[config.mk]
export PLATFORM = sky130hd
export DESIGN_NAME = dff_delay_line
export DESIGN_NICKNAME = d
export VERILOG_FILES = /design/src/rtl/dff_delay_line.sv
export SDC_FILE = /design/constraint.sdc
export NUM_CORES = 1
export LEC_CHECK = 0
export ABC_CLOCK_PERIOD_IN_PS = 5600
export CAP_MARGIN = 20
export CELL_PAD_IN_SITES_DETAIL_PLACEMENT = 1
export CELL_PAD_IN_SITES_GLOBAL_PLACEMENT = 1
export CORE_MARGIN = 2
export CORE_UTILIZATION = 35
export DETAILED_ROUTE_END_ITERATION = 7
export GPL_TIMING_DRIVEN = 0
export PLACE_DENSITY_LB_ADDON = 0.05
export SYNTH_ARGS = -nofsm -noshare
export SYNTH_HDL_FRONTEND = slang
export SYNTH_SLANG_ARGS = --single-unit
[constraint.sdc]
create_clock -name clk -period 5.6 [get_ports clk]
set_input_delay 0.56 -clock clk [delete_from_list [all_inputs] [get_ports clk]]
set_output_delay 0.56 -clock clk [all_outputs]
set_load 0.05 [all_outputs]
[src/rtl/dff_delay_line.sv]
// dff_delay_line: stallable WIDTH-bit + valid delay line with a runtime-selectable
// output tap (1..MAX_DEPTH), used to match pipeline skew in the FFT datapath.
// Besides the data path it tracks how many valid samples sit in the active stages
// (occ) and whether the active stages have been completely refilled since the last
// flush (primed).
module dff_delay_line #(
  parameter int WIDTH     = 16,
  parameter int MAX_DEPTH = 8,
  parameter int DSW       = $clog2(MAX_DEPTH + 1)
) (
  input  logic             clk,
  input  logic             rstb,
  input  logic             cfg_load,
  input  logic [DSW-1:0]   cfg_depth,
  input  logic             clr,
  input  logic             en,
  input  logic             in_vld,
  input  logic [WIDTH-1:0] in_data,
  output logic             out_vld,
  output logic [WIDTH-1:0] out_data,
  output logic [DSW-1:0]   depth,
  output logic [DSW-1:0]   occ,
  output logic             primed
);

  // Requested depth forced into 1..MAX_DEPTH; a depth of 0 would leave no tap.
  function automatic logic [DSW-1:0] clamp_depth(input logic [DSW-1:0] req);
    logic [DSW-1:0] res;
    if (req == {DSW{1'b0}}) begin
      res = DSW'(1);
    end else if (req > DSW'(MAX_DEPTH)) begin
      res = DSW'(MAX_DEPTH);
    end else begin
      res = req;
    end
    return res;
  endfunction

  logic [WIDTH-1:0]     d_r [MAX_DEPTH];
  logic [MAX_DEPTH-1:0] v_r;
  logic [DSW-1:0]       depth_r;
  logic [DSW-1:0]       occ_r;
  logic [DSW-1:0]       prime_cnt_r;

  logic                 tap_vld_s;
  logic [WIDTH-1:0]     tap_data_s;
  logic                 flush_s;

  // Any of these empties the line; reset additionally restores the default depth.
  assign flush_s = cfg_load | clr;

  // Tap mux: select stage depth_r-1 (registers only, no path from the inputs).
  always_comb begin
    tap_vld_s  = 1'b0;
    tap_data_s = {WIDTH{1'b0}};
    for (int i = 0; i < MAX_DEPTH; i++) begin
      tap_vld_s  = (depth_r == DSW'(i + 1)) ? v_r[i] : tap_vld_s;
      tap_data_s = (depth_r == DSW'(i + 1)) ? d_r[i] : tap_data_s;
    end
  end

  // Data stages: zeroed on reset/flush, shifted on enable, held on stall.
  always_ff @(posedge clk) begin
    if (!rstb || flush_s) begin
      for (int i = 0; i < MAX_DEPTH; i++) begin
        d_r[i] <= {WIDTH{1'b0}};
      end
    end else if (en) begin
      d_r[0] <= in_data;
      for (int i = 1; i < MAX_DEPTH; i++) begin
        d_r[i] <= d_r[i-1];
      end
    end else begin
      for (int i = 0; i < MAX_DEPTH; i++) begin
        d_r[i] <= d_r[i];
      end
    end
  end

  // Control state: valid bits, active depth, occupancy and prime counter.
  always_ff @(posedge clk) begin
    if (!rstb) begin
      v_r         <= {MAX_DEPTH{1'b0}};
      depth_r     <= DSW'(MAX_DEPTH);
      occ_r       <= {DSW{1'b0}};
      prime_cnt_r <= {DSW{1'b0}};
    end else if (cfg_load) begin
      v_r         <= {MAX_DEPTH{1'b0}};
      depth_r     <= clamp_depth(cfg_depth);
      occ_r       <= {DSW{1'b0}};
      prime_cnt_r <= {DSW{1'b0}};
    end else if (clr) begin
      v_r         <= {MAX_DEPTH{1'b0}};
      occ_r       <= {DSW{1'b0}};
      prime_cnt_r <= {DSW{1'b0}};
    end else if (en) begin
      v_r <= {v_r[MAX_DEPTH-2:0], in_vld};
      // A valid entering stage 0 and a valid leaving the tap cancel each other.
      case ({in_vld, tap_vld_s})
        2'b10:   occ_r <= occ_r + DSW'(1);
        2'b01:   occ_r <= occ_r - DSW'(1);
        default: occ_r <= occ_r;
      endcase
      // prime_cnt never exceeds depth_r because every depth change also clears it.
      if (prime_cnt_r == depth_r) begin
        prime_cnt_r <= prime_cnt_r;
      end else begin
        prime_cnt_r <= prime_cnt_r + DSW'(1);
      end
    end else begin
      v_r         <= v_r;
      occ_r       <= occ_r;
      prime_cnt_r <= prime_cnt_r;
    end
  end

  assign out_vld  = tap_vld_s;
  assign out_data = tap_vld_s ? tap_data_s : {WIDTH{1'b0}};
  assign depth    = depth_r;
  assign occ      = occ_r;
  assign primed   = (prime_cnt_r == depth_r);

endmodule

Yosys cells after proc, flatten, opt, wreduce, memory -nomap -nowiden
Memories as Yosys holds them, arrays and structs flattened.
Index checks and enable logic that the tools add are counted.
{"block": "totals", "register_bits": 20, "inputBits": 26, "word_cells": 90, "mem_count": 1, "latchBits": 0, "romBits": 0, "out_inout_bits": 26, "mem_bits_rw": 128}
{"block": "op_classes", "bitwise_logic": 19, "eq_ne": 11, "order_cmp": 1, "n_div": 0, "n_mul": 0, "n_addsub": 3, "muxes": 44, "reduce_logical": 7, "n_shift": 0}
{"name": "d_r", "depth": 8, "word_bits": 16, "read_ports": 8, "rd_clocked_by_memory_dff": 0, "write_ports": 8, "line": "39", "rtl": "logic [WIDTH-1:0] d_r [MAX_DEPTH];"}
{"cell": "$mux 16", "n": 25}
{"cell": "$or 1x1->1", "n": 17}
{"cell": "$eq 4x3->1 const B", "n": 4}
{"cell": "$mux 1", "n": 16}
{"cell": "$add 4x1->4 const B", "n": 2}
{"cell": "$eq 4x2->1 const B", "n": 2}
{"cell": "$mux 4", "n": 2}
{"cell": "$pmux 4 s2", "n": 1}
{"cell": "$eq 4x1->1 const B", "n": 1}
{"cell": "$eq 4x4->1", "n": 1}
{"cell": "$eq 4x4->1 const B", "n": 1}
{"cell": "$gt 4x4->1 const B", "n": 1}
{"cell": "$logic_not 4->1", "n": 1}
{"cell": "$reduce_and 2->1", "n": 2}
{"cell": "$sub 4x1->4 const B", "n": 1}
{"cell": "$reduce_or 3->1", "n": 1}
{"cell": "$eq 2x1->1 const B", "n": 1}
{"cell": "$eq 2x2->1 const B", "n": 1}
{"cell": "$not 1->1", "n": 2}
{"cell": "$reduce_bool 2->1", "n": 1}
{"cell": "$logic_not 1->1", "n": 1}
{"cell": "$logic_or 1x1->1", "n": 1}

Logic depth before layout (Yosys ltp)
{"block": "logic_depth", "ltp_word": 12, "ltp_mapped": 16, "mapped_depth_nobuf": 13}

Least setup slack after synthesis
OpenSTA, ideal clock, no wires.
{"block": "synth_timing", "path_kind": "input port to flip-flop", "from": "input en", "to": "memory d_r[0][0], enable pin", "cell_stages": 3, "setup_slack_ns": 0.677, "arrival_time_ns": 4.413, "setup_ns": 0.510, "required_time_ns": 5.090, "path_buffers": 2, "path_cell_list": "clkbuf_1 > clkbuf_1 > nand2b_1"}
{"element": "from (decl)", "line": "16", "rtl": "input logic en,"}
{"element": "to (decl)", "line": "39"}

Final worst setup path
{"block": "layout_timing", "from": "register depth_r[2] (netlist: depth[2])", "to": "output out_data[1]"}
{"block": "layout_via", "elab_chain_len": 10, "elab_cells_between_ends": 25, "cone_classes": "eq/ne: 8; mux: 17"}
{"element": "from (decl)", "line": "41", "rtl": "logic [DSW-1:0] depth_r;"}
{"element": "from (signal assigned)", "line": "84", "rtl": "depth_r <= DSW'(MAX_DEPTH);"}
{"element": "from (signal assigned)", "line": "89", "rtl": "depth_r <= clamp_depth(cfg_depth);"}
{"element": "$eq 4x1->1", "line": "57, 58"}
{"element": "$mux 16 or $mux 1 (tied branches) (8 in a row)", "line": "58, 57"}
{"element": "$mux 16 *", "line": "118", "rtl": "assign out_data = tap_vld_s ? tap_data_s : {WIDTH{1'b0}};"}
{"element": "to (decl)", "line": "20", "rtl": "output logic [WIDTH-1:0] out_data,"}
Every way passes the cells marked *; elsewhere a longest branch is shown, timed or not.

==> flow_summary.json <==
{
  "dp_hpwl_um": 14600,
  "diodes": 0,
  "peakVddDrop_mv": 0.202,
  "grt_max_degree": 66,
  "ys_seq_area_frac": 0.588,
  "cts_setup_buffers": 0,
  "tightest_slew_ns": 0.913,
  "cts_hold_buf": 0,
  "cts_tree": "yes",
  "fp.coreArea_sq_um": 20200,
  "gr-usage-all-layers": 0.193,
  "setup_tns_ns": 0,
  "start_util": 0.357,
  "clkLatencyLatePin_ns": 0.43,
  "remaining_drc_errors": 0,
  "cts_resized": 0,
  "min_from": "occ[3]",
  "design_area_sq_um": 8630,
  "max_freq_ghz": 0.248,
  "timing.slew.headroom": 0.391,
  "multi_input_area_sq_um": 2700,
  "nFillCells": 2175,
  "synth_edf_count": 128,
  "crit_path_start_kind": "flop",
  "numPortBuffers": 50,
  "path_max_fanout": 10,
  "status": "finished, final reports clean",
  "grt_pass1_wl_um": 31600,
  "gp_congestion": 0.782,
  "vias": 5043,
  "num_rows": 52,
  "wl_per_cell_um": 21.0,
  "power.density_nw_per_um2": 295,
  "critPathKind": "flop to primary output",
  "rsz0062_at_grt": "false",
  "min_path_type": "flop to flop",
  "drive_gt1_frac": 0.106,
  "maxSlewViolCount": 0,
  "end_kind": "primary output",
  "setup_viol": 0,
  "async_reset_ff_frac": 0,
  "max-cap-violations": 0,
  "cp.required_ns": 5.04,
  "power_mw": 2.54,
  "slowest_delay_ns": 0.92,
  "io_pins": 52,
  "root_buffer": "clkbuf_16",
  "dpl-instance-area_sq_um": 8090,
  "syn_area_per_cell_sq_um": 11.9,
  "cts_sinks": 148,
  "chipWidth_um": 148,
  "first_global_vias": 5373,
  "drtIter0Drc": 299,
  "reg2reg_from": "depth[2]",
  "cp_slowest_cell": "clkdlybuf4s50_1",
  "synth_common_cells": "and3_1 (128), edfxtp_1 (128), a21oi_1 (46)",
  "syn_inst": 608,
  "syn_to_final_growth_pct": 19.6,
  "path_clk_slew_ns": 0.06,
  "hold_viol": 0,
  "synth_area_leaders": "edfxtp_1 (53%), and3_1 (11%), dfxtp_1 (5.5%), mux2i_1 (4.2%), a21oi_1 (3.2%)",
  "critPathBufInv": 3,
  "synth_seq_cells": 148,
  "antenna_found_initial": 0,
  "crit_start": "depth[2]",
  "h-tree-depth": 4,
  "synth.yosys.warnings": 0,
  "dieArea_sq_um": 21800,
  "clockBufferDepth": 2,
  "synth.top_cell.area_share": 0.533,
  "first_pass_iters": 5,
  "period_share": 0.721,
  "regArea_sq_um": 4240,
  "synth_nets": 638,
  "yosysTopAreaCell": "edfxtp_1",
  "arrival_ns": 3.48,
  "critPathTopFamily": "buffers and inverters",
  "synth_flop_cell": "edfxtp_1",
  "nets": 708,
  "synth_cell_types": 51,
  "path_cells": "buf_4 > nand2b_1 > buf_2 > nor2_1 > a32o_1 > nor3_1 > a2111oi_1 > clkdlybuf4s50_1",
  "wl_um": 20200,
  "p_leak_nw": 3.56,
  "synth_area_sq_um": 7210,
  "vias_per_cell": 5.25,
  "die_y_um": 148,
  "cts-buffers-inserted": 17,
  "ant_nets": 0,
  "fin_skew_ns": 0.00623,
  "min_period_ns": 4.04,
  "grt_overflow": 0
}
-- routing by layer --
metal / up-vias / routed length (um) / global-route usage
met4: 0 / 219 / 0.0486
met2: 96 / 9450 / 0.310
li1: 2446 / - / -
met5: - / 0 / 0
met3: 19 / 757 / 0.0349
met1: 2482 / 9780 / 0.272
-- power breakdown --
part	internal (mW)	switching (mW)	total, mW
combinational	0.0781	0.147	0.225
clock	0.608	0.472	1.08
sequential	1.22	0.0176	1.24
-- logic make-up after synthesis --
family	count (synthesis)	synth area share
AO/OA/AOI/OAI	111	0.104
adder cells (fa/ha/maj)	4	0.00694
flip-flops	148	0.588
AND/OR/NAND/NOR	234	0.188
buffers and inverters	59	0.0385
XOR/XNOR	11	0.0134
multiplexers	41	0.0604
-- per-stage QoR --
stage	cells	utilization	setup WS (ns)	hold WS, ns
floorplan	608	-	0.677	0.470
global placement	928	0.398	-1.13	0.481
detailed placement	929	0.400	2.05	0.520
CTS	961	0.427	1.57	0.535
global route	961	0.427	1.36	0.565
finish	961	0.427	1.56	0.527
-- cell type report --
class	count	share of cell area
Buffer	55	0.0304
Clock inverter	13	0.0129
Clock buffer	19	0.0502
Inverter	4	0.00174
Tap cell	270	0.0391
Sequential cell	148	0.492
Multi-Input combinational cell	401	0.313
Timing Repair Buffer	51	0.0612
-- registers in the layout (all words and copies together) (netlist names) --
register,flops
depth,4
prime_cnt_r,4
v_r,8
d_r,128
occ,4
-- layout by cell type, fill, tap and decap left out, drive strengths merged, types with 4 or more instances in the layout --
| cell | n |
|---|---|
| edfxtp | 128 |
| a21oi | 46 |
| nor2 | 41 |
| nand2 | 16 |
| nand2b | 6 |
| mux2 | 10 |
| and3 | 128 |
| clkbuf | 53 |
| xor2 | 8 |
| mux2i | 30 |
| a211o | 7 |
| and2 | 6 |
| clkinvlp | 6 |
| buf | 22 |
| inv | 5 |
| o21ai | 20 |
| clkdlybuf4s50 | 50 |
| nor2b | 11 |
| o22ai | 4 |
| dfxtp | 20 |
| a2111oi | 4 |
| ha | 4 |
| clkinv | 5 |
| a211oi | 10 |
| nor3 | 10 |
| nor4 | 5 |
| a221o | 7 |
-- worst register-to-register path: cells and delay by family, from the launching register on --
| family | cells | cell delay [ns] |
|---|---|---|
| adders and majority gates | 2 | 0.45 |
| DFF | 1 | 0.32 |
| AOI/OAI and AO/OA | 2 | 0.27 |
| buffers and inverters | 3 | 0.71 |
| and+or+nand+nor | 6 | 1.11 |
| xor gates and xnor gates | 3 | 0.46 |
-- final timing paths --
kind                            cells after the start  slack (ns)           to
worst max-delay path                                8        1.56  out_data[1]
worst min-delay path                                2        0.53       occ[3]
worst max register to register                     16        2.18       occ[2]
worst min register to register                      2        0.53       occ[3]
No activity file was read; power rests on OpenSTA's default activity.
